## src/rtl/btt_pkg.sv

```systemverilog
// rtl/btt_pkg.sv - shared types and sizes for the branch-target table
package btt_pkg;

    localparam int BTT_ADDR_W = 5;
    localparam int BTT_TGT_W  = 10;

    typedef enum logic {BTT_ABS, BTT_REL} btt_mode_e;

    typedef struct packed {
        logic                 valid;
        btt_mode_e            mode;
        logic [BTT_TGT_W-1:0] data;
    } btt_entry_t;

endpackage

```

## src/rtl/btt_resolve.sv

```systemverilog
// rtl/btt_resolve.sv - turns one table entry plus the branch PC into a target and hit flag
module btt_resolve
    import btt_pkg::*;
(
    input  btt_entry_t           i_entry,
    input  logic [BTT_TGT_W-1:0] i_pc,
    output logic [BTT_TGT_W-1:0] o_target,
    output logic                 o_hit
);

    always_comb begin
        o_hit    = i_entry.valid;
        o_target = i_pc + BTT_TGT_W'(1);
        // Both adders wrap naturally at the PC width.
        if (i_entry.valid) begin
            if (i_entry.mode == BTT_REL) begin
                o_target = i_pc + i_entry.data;
            end else begin
                o_target = i_entry.data;
            end
        end
    end

endmodule

```

## src/rtl/branch_target_table.sv

```systemverilog
// rtl/branch_target_table.sv - writable branch-target table with registered hit/miss lookup
module branch_target_table
    import btt_pkg::*;
#(
    parameter int ADDR_W = BTT_ADDR_W,
    parameter int TGT_W  = BTT_TGT_W,
    parameter bit REL_EN = 1'b1
) (
    input  logic              i_clk,
    input  logic              i_reset,
    input  logic              i_wr_en,
    input  logic [ADDR_W-1:0] i_wr_addr,
    input  logic              i_wr_mode,
    input  logic [TGT_W-1:0]  i_wr_data,
    input  logic              i_clr_all,
    input  logic              i_rd_en,
    input  logic [ADDR_W-1:0] i_rd_addr,
    input  logic [TGT_W-1:0]  i_pc,
    output logic [TGT_W-1:0]  o_target,
    output logic              o_hit,
    output logic              o_rd_valid,
    output logic              o_wr_err
);

    localparam int DEPTH = 2 ** ADDR_W;

    btt_entry_t             r_entries [DEPTH];
    btt_entry_t             w_new_entry;
    btt_entry_t             w_rd_entry;
    logic                   w_wr_take;
    logic [BTT_TGT_W-1:0]   w_target;
    logic                   w_hit;

    // A clear in the same cycle suppresses the write entirely.
    assign w_wr_take = i_wr_en && !i_clr_all;

    always_comb begin
        w_new_entry       = '0;
        w_new_entry.valid = 1'b1;
        w_new_entry.mode  = btt_mode_e'(i_wr_mode & REL_EN);
        w_new_entry.data  = i_wr_data;
    end

    assign w_rd_entry = (w_wr_take && (i_wr_addr == i_rd_addr)) ? w_new_entry
                                                                 : r_entries[i_rd_addr];

    btt_resolve u_resolve (
        .i_entry  (w_rd_entry),
        .i_pc     (i_pc),
        .o_target (w_target),
        .o_hit    (w_hit)
    );

    always_ff @(posedge i_clk) begin
        if (i_reset || i_clr_all) begin
            for (int i = 0; i < DEPTH; i++) begin
                r_entries[i].valid <= 1'b0;
            end
        end else if (i_wr_en) begin
            r_entries[i_wr_addr] <= w_new_entry;
        end
    end

    always_ff @(posedge i_clk) begin
        if (i_reset) begin
            o_target   <= '0;
            o_hit      <= 1'b0;
            o_rd_valid <= 1'b0;
            o_wr_err   <= 1'b0;
        end else begin
            o_rd_valid <= i_rd_en;
            o_wr_err   <= i_wr_en && i_clr_all;
            if (i_rd_en) begin
                o_target <= w_target;
                o_hit    <= w_hit;
            end
        end
    end

endmodule

```

## config.mk

```make
export PLATFORM = sky130hd
export DESIGN_NAME = branch_target_table
export DESIGN_NICKNAME = d
export VERILOG_FILES = /design/src/rtl/btt_pkg.sv /design/src/rtl/btt_resolve.sv /design/src/rtl/branch_target_table.sv
export SDC_FILE = /design/constraint.sdc
export NUM_CORES = 1
export LEC_CHECK = 0
export ABC_CLOCK_PERIOD_IN_PS = 5900
export CORE_UTILIZATION = 61
export CTS_CLUSTER_SIZE = 25
export DETAILED_ROUTE_END_ITERATION = 12
export PLACE_DENSITY = 0.79
export SLEW_MARGIN = 15
export SYNTH_ARGS = -nofsm -noshare
export SYNTH_HDL_FRONTEND = slang
export SYNTH_SLANG_ARGS = --single-unit
```

## constraint.sdc

```tcl
create_clock -name i_clk -period 5.9 [get_ports i_clk]
set_input_delay 0.59 -clock i_clk [delete_from_list [all_inputs] [get_ports i_clk]]
set_output_delay 0.59 -clock i_clk [all_outputs]
set_load 0.1 [all_outputs]
```

# --- Word level (Yosys, flattened, before mapping) ---
# Memories as Yosys holds them, arrays and structs flattened.
# Cells that the tools add are included.
totals:
  ff_bits: 13
  input_bits: 36
  word_cells: 25
  ram_bits: 384
  memories: 1
op_classes:
  n_mux: 11
  reduce_logical: 6
  n_eq_ne: 1
  addsub: 2
mem_list:
  columns: ["memory", "depth", "word_bits", "read_ports", "rd_clocked_by_memory_dff", "write_ports", "line_no", "source"]
  rows:
  - ["r_entries", 32, 12, 1, 0, 32, "branch_target_table.sv:27", "btt_entry_t r_entries [DEPTH];"]
op_table:
  columns: ["cell", "count"]
  rows:
  - ["12-bit 2-to-1 mux", 2]
  - ["10-bit 2-to-1 mux", 2]
  - ["12-bit OR reduction", 1]
  - ["10-bit by 1-bit adder with 10-bit output (second input constant)", 1]
  - ["10-bit adder", 1]
  - ["5-bit == test", 1]
  - ["1-bit 2-to-1 mux", 5]
  - ["5-bit 2-to-1 mux", 1]
  - ["1-bit logical AND", 3]
  - ["2-bit 2-to-1 mux", 1]
  - ["1-bit logical NOT", 1]
  - ["1-bit logical OR", 1]

# --- Logic depth before layout (Yosys ltp) ---
# Gate-level depths: netlist of the first run.
depth:
  depth_word: 7
  ltp_mapped: 17
  ltp_nobuf: 14

# --- By module ---
# From an unflattened synthesis of the first run, not the netlist that was laid out.
hier_totals:
  cells_unflattened: 966
  hier_area_um2: 16553.4
by_module_without_submodules:
  columns: ["mod", "cells_per_inst", "area_per_inst_um2", "seq_area_each_um2", "instances"]
  rows:
  - ["branch_target_table", 863, 15820.2, 11471.0, 1]
  - ["btt_resolve", 103, 733.2, 0.0, 1]

# --- Worst setup path before layout of the first run ---
# OpenSTA, ideal clock, no wires.
synth_path:
  path_kind: "input -> register"
  from: "input i_rd_addr[0]"
  to: "register o_target[8]"
  t_required_ns: 5.826
  t_arrival_ns: 4.342
  slack_ns: 1.484
  path_stages: 17
  n_path_buf: 4
  cell_sequence: "buf_6 -> buf_12 -> buf_12 -> buf_6 -> mux4_2 -> a22oi_1 -> nand2_1 -> a221o_1 -> ha_1 -> fa_1 -> a21o_1 -> a21oi_1 -> o21bai_1 -> a2111oi_0 -> nor3_1 -> or3b_1 -> a31oi_1"
synth_via:
  elab_chain_len: 6
synth_lines:
  columns: ["element", "line_no", "source"]
  rows:
  - ["start, declared", "branch_target_table.sv:17", "input logic [ADDR_W-1:0] i_rd_addr,"]
  - ["parallel branches: the longest is 2 deep, another holds memory read 32 x 12 bit", null, null]
  - ["12-bit 2-to-1 mux (*)", "branch_target_table.sv:44", "assign w_rd_entry = (w_wr_take && (i_wr_addr == i_rd_addr)) ? w_new_entry"]
  - ["10-bit adder", "btt_resolve.sv:17", "o_target = i_pc + i_entry.data;"]
  - ["10-bit 2-to-1 mux", "btt_resolve.sv:16", "if (i_entry.mode == BTT_REL) begin"]
  - ["10-bit 2-to-1 mux (*)", "btt_resolve.sv:15", "if (i_entry.valid) begin"]
  - ["end signal, assigned", "branch_target_table.sv:74", "o_target <= w_target;"]
  - ["end, declared", "branch_target_table.sv:19", "output logic [TGT_W-1:0] o_target,"]
# Every way passes the cells marked *.
# A chain may end at the register's enable or synchronous reset.

# --- Worst setup path in the final report of the first run ---
layout_path:
  from: "input i_wr_addr[2]"
  to: "register o_target[8]"
layout_via:
  elab_chain_len: 6
layout_lines:
  columns: ["element", "line_no", "source"]
  rows:
  - ["start, declared", "branch_target_table.sv:12", "input logic [ADDR_W-1:0] i_wr_addr,"]
  - ["5-bit == test (*)", "branch_target_table.sv:44", null]
  - ["1-bit logical AND (*)", "branch_target_table.sv:44", null]
  - ["12-bit 2-to-1 mux (*)", "branch_target_table.sv:44", null]
  - ["10-bit adder", "btt_resolve.sv:17", null]
  - ["10-bit 2-to-1 mux", "btt_resolve.sv:16", null]
  - ["10-bit 2-to-1 mux (*)", "btt_resolve.sv:15", null]
# Mark *: on every way between the ends. The rest lies on a longest branch, timed or not.

==> out/summary.md, run 1 <==
At the end of routability-driven placement, the weighted congestion stood at 0.9513. The final critical path takes up 86.58% of the cycle. Summed area of non-filler cells in the final layout: 0.01823 mm^2. Summing internal, switching and leakage power gives 5.869 mW.

The logs give 0.02606 mm^2 for the core box area and 0 for the number of setup buffers added after CTS. During synthesis, Yosys emitted a total of 0 warnings. By area the synthesized netlist is led by sky130_fd_sc_hd__edfxtp_1 (65%), sky130_fd_sc_hd__mux4_2 (11%), sky130_fd_sc_hd__dfxtp_1 (5.6%). The tools report the hold violation count in the final report as 0. Measured against its own limit, the worst slew margin works out to 21.97%. The leading area contributor after synthesis was sky130_fd_sc_hd__edfxtp_1. Setup repair after global routing left no endpoint under its margin.

The via count of the first global-routing pass is 8507. Synthesis instantiated 55 different standard cells from the library. The tightest hold path in the finished design has a slack of 0.4479 ns. Counting flops with an async set or reset pin after synthesis yields a share of 0%. In the synthesized netlist the dominant register cell turns out to be sky130_fd_sc_hd__edfxtp_1. The most frequent cell after synthesis was sky130_fd_sc_hd__edfxtp_1. For the finished layout, the period the worst path requires is 5.108 ns.

Register clock-pin slew on the reported worst setup and hold paths: 0.06 ns. The worst-case IR drop observed on VDD is 0.2419 mV. The post-layout net count is 953, and the post-detailed-placement cell area is 0.01702 mm^2. The run gives 0.02718 mm^2 as the die outline area. The kind of cell with the highest combined delay along the critical path is simple AND/OR/NAND/NOR gates. From synthesis to final layout, the design area changed by 12.66%. Using the TritonRoute via totals, the vias-per-cell ratio works out to 6.713. The run finished with clean final reports. The biggest fanout along the worst timing path was 12; the number of register bits inferred by synthesis was 397. Adding up every negative setup slack in the final design gives 0 ns. The classification of the worst setup path was input port to flop.

The repair_antennas step left the layout with diodes totalling 0. Among all stages on the critical path, the largest delay is contributed by sky130_fd_sc_hd__nor2_1. The via count came out at 8525.

Summing the sequential cell areas from Yosys gives 70.90% of the chip area. The standby leakage power is 6.260 nW, and the vertical die dimension is 164.9 um. The number of slew-limit violations in the final report is 0, and the number of antenna violations at the first check in global routing is 0. The number of gates resized after CTS was 0. The share of Yosys cell area claimed by the top area cell type came out at 65.34%.

The worst-case reg-to-reg path depth was 13. The critical path depth in cells is 15. The logs give 0.01703 ns for the post-route clock skew and 3 for the number of buffers between clock root and the deepest sink.

Row generation in the floorplan step produced 59 rows. The cell count after synthesis came out at 828. The number of maximum-capacitance constraint violations was 0. TritonCTS built the clock tree. The logs give 0 for the total grt overflow and 49 for the number of I/O pins.

The synthesized design contains 352 enable-type register cells. Clock tree synthesis found a total of 397 sinks. The type of the most critical hold path was flop to flop. For the overall track demand over capacity in global routing, the log shows 26.75%. Setup violations remaining at the end of the flow were counted as 0.

In this run, post-CTS hold repair placed 0 buffers. Traced cell by cell, the critical path runs through clkdlybuf4s50_1 -> xnor2_1 -> nand4_1 -> nor2_1 -> nor2_1 -> a221o_1 -> ha_1 -> fa_1 -> a21o_1 -> a21oi_1 -> o21bai_1 -> a2111oi_0 -> nor3_1 -> or3b_1 -> a31oi_1. The largest net degree at the start of global routing came out at 97. At the worst endpoint, the required time is 6.34 ns. The run gives 0 as the remaining routing DRC violations. The most frequent cell on the critical path was sky130_fd_sc_hd__nor2_1.

Sorting the synthesized cells by how often they occur yields sky130_fd_sc_hd__edfxtp_1 (352), sky130_fd_sc_hd__mux4_2 (82), sky130_fd_sc_hd__nor2_1 (53), sky130_fd_sc_hd__dfxtp_1 (45), sky130_fd_sc_hd__a21o_1 (33). The mean cell area of the mapped netlist came out at 19.54 um^2. Data arrives at the worst endpoint at 5.55 ns.

Input and output buffers added on the ports amount to 48. The sort of element at the end of the critical path is a flop. In this run the cell area of the synthesized design comes to 0.01618 mm^2. The detailed-route wire length per cell came out at 27.49 um. STA classifies the critical path startpoint as an input port. The detail route stage leaves a number of antenna-violating nets equal to 0. The cell sitting at the root of the clock tree is a sky130_fd_sc_hd__clkbuf_16. The share of layout cells above drive strength 1 works out to 21.50%. The worst hold path stage count is 1. The number of buffers and inverters on the critical path is 1. For this design the ratio of total power to cell area is 322.0 mW/mm^2. The total nets after synthesis was 875. The H-tree was split into 2 levels.

The later pin in the worst-skew pair is clocked with a latency of 0.53 ns. Once the floorplan was initialized, standard cells occupied 62.08% of the core. The length of the first detailed-routing pass in iterations is 5, and the overall routed net length is 34.91 mm. Detailed placement ended at an HPWL of 21.19 mm. Buffers inserted during clock tree synthesis total 38. The first global-routing pass estimated 51.82 mm of wire.

The number of DRC markers after the initial detailed-route iteration was 1064; the timing-limited maximum frequency was 0.1958 GHz. At the pin with the least slew margin, the transition time is 1.166 ns. The delay of the slowest critical-path stage was 0.69 ns. From left edge to right edge, the die measures 164.9 um.
## final cells by class
cell class                 instances  area (um^2)
sequential                       397        11470
fill                            1503         7833
multi-input combinational        377         4354
clock buffer                      48         1040
timing repair buffer              81        742.0
tap                              335        419.2
clock inverter                    21        158.9
inverter                          11        41.29
## through the flow
step / worst slack, ns / util, % / std cells
after global placement: 0.6389 / 65.30 / 1201
after CTS: 0.9093 / 69.89 / 1270
final: 0.7917 / 69.94 / 1270
after floorplan: 1.484 / - / 828
after detailed placement: 0.3990 / 65.30 / 1201
after global routing: 0.5518 / 69.94 / 1270
## final timing paths
check	start	end	slack (ns)
min	r_entries[29][11]	r_entries[29][11]	0.45
min reg2reg	r_entries[29][11]	r_entries[29][11]	0.45
max reg2reg	r_entries[15][0]	o_target[8]	1.78
max	i_wr_addr[2]	o_target[8]	0.79
## layer usage
layer	wire [um]	vias to the layer above	GRT usage, %
li1	-	3590	-
met1	14220	4362	39.54
met2	16160	493	40.49
met3	3323	80	4.972
met4	1207	0	9.425
met5	0	-	0
## power by group
group          switching [mW]  internal (mW)  leakage [nW]
registers             0.00646           3.07          3.53
clock network           0.998           1.34         0.598
logic                   0.279          0.175          2.13
total                    1.28           4.59          6.26
## sequential cells by signal, summed over array words and instances, names as in the netlist
signal / cells
o_target: 10
o_wr_err: 1
o_rd_valid: 1
r_entries: 384
o_hit: 1
## cell families after synthesis
family	synth area share [%]
xor gates and xnor gates	1.029
adders and majority gates	0.8971
buffers and inverters	2.305
and+or+nand+nor	3.040
AOI/OAI and AO/OA	5.700
muxes	16.13
DFF	70.90
## placed cells by master, fill, tap and decap left out, types with 10 or more instances in the layout
master	netlist	routed
sky130_fd_sc_hd__clkdlybuf4s50_1	0	44
sky130_fd_sc_hd__dfxtp_1	45	45
sky130_fd_sc_hd__nand2_1	14	14
sky130_fd_sc_hd__clkbuf_16	0	39
sky130_fd_sc_hd__buf_4	11	32
sky130_fd_sc_hd__ha_1	10	10
sky130_fd_sc_hd__clkinv_2	0	11
sky130_fd_sc_hd__a22oi_1	10	10
sky130_fd_sc_hd__a21o_1	33	33
sky130_fd_sc_hd__mux2i_1	21	21
sky130_fd_sc_hd__nor2_1	53	45
sky130_fd_sc_hd__edfxtp_1	352	352
sky130_fd_sc_hd__xnor2_1	13	13
sky130_fd_sc_hd__mux4_1	21	21
sky130_fd_sc_hd__a21oi_1	12	12
sky130_fd_sc_hd__mux4_2	82	82
(Power assumes the default switching activity.)
==> run 2: changes to the inputs <==
--- a/config.mk
+++ b/config.mk
@@ -7,8 +7,8 @@
 export LEC_CHECK = 0
 export ABC_CLOCK_PERIOD_IN_PS = 5900
 export CORE_UTILIZATION = 61
-export CTS_CLUSTER_SIZE = 25
 export DETAILED_ROUTE_END_ITERATION = 12
+export HOLD_SLACK_MARGIN = 0.05
 export PLACE_DENSITY = 0.79
 export SLEW_MARGIN = 15
 export SYNTH_ARGS = -nofsm -noshare
==> results of run 2 <==
Same layout as run 1: the final DEF is identical, and so are final timing and power.
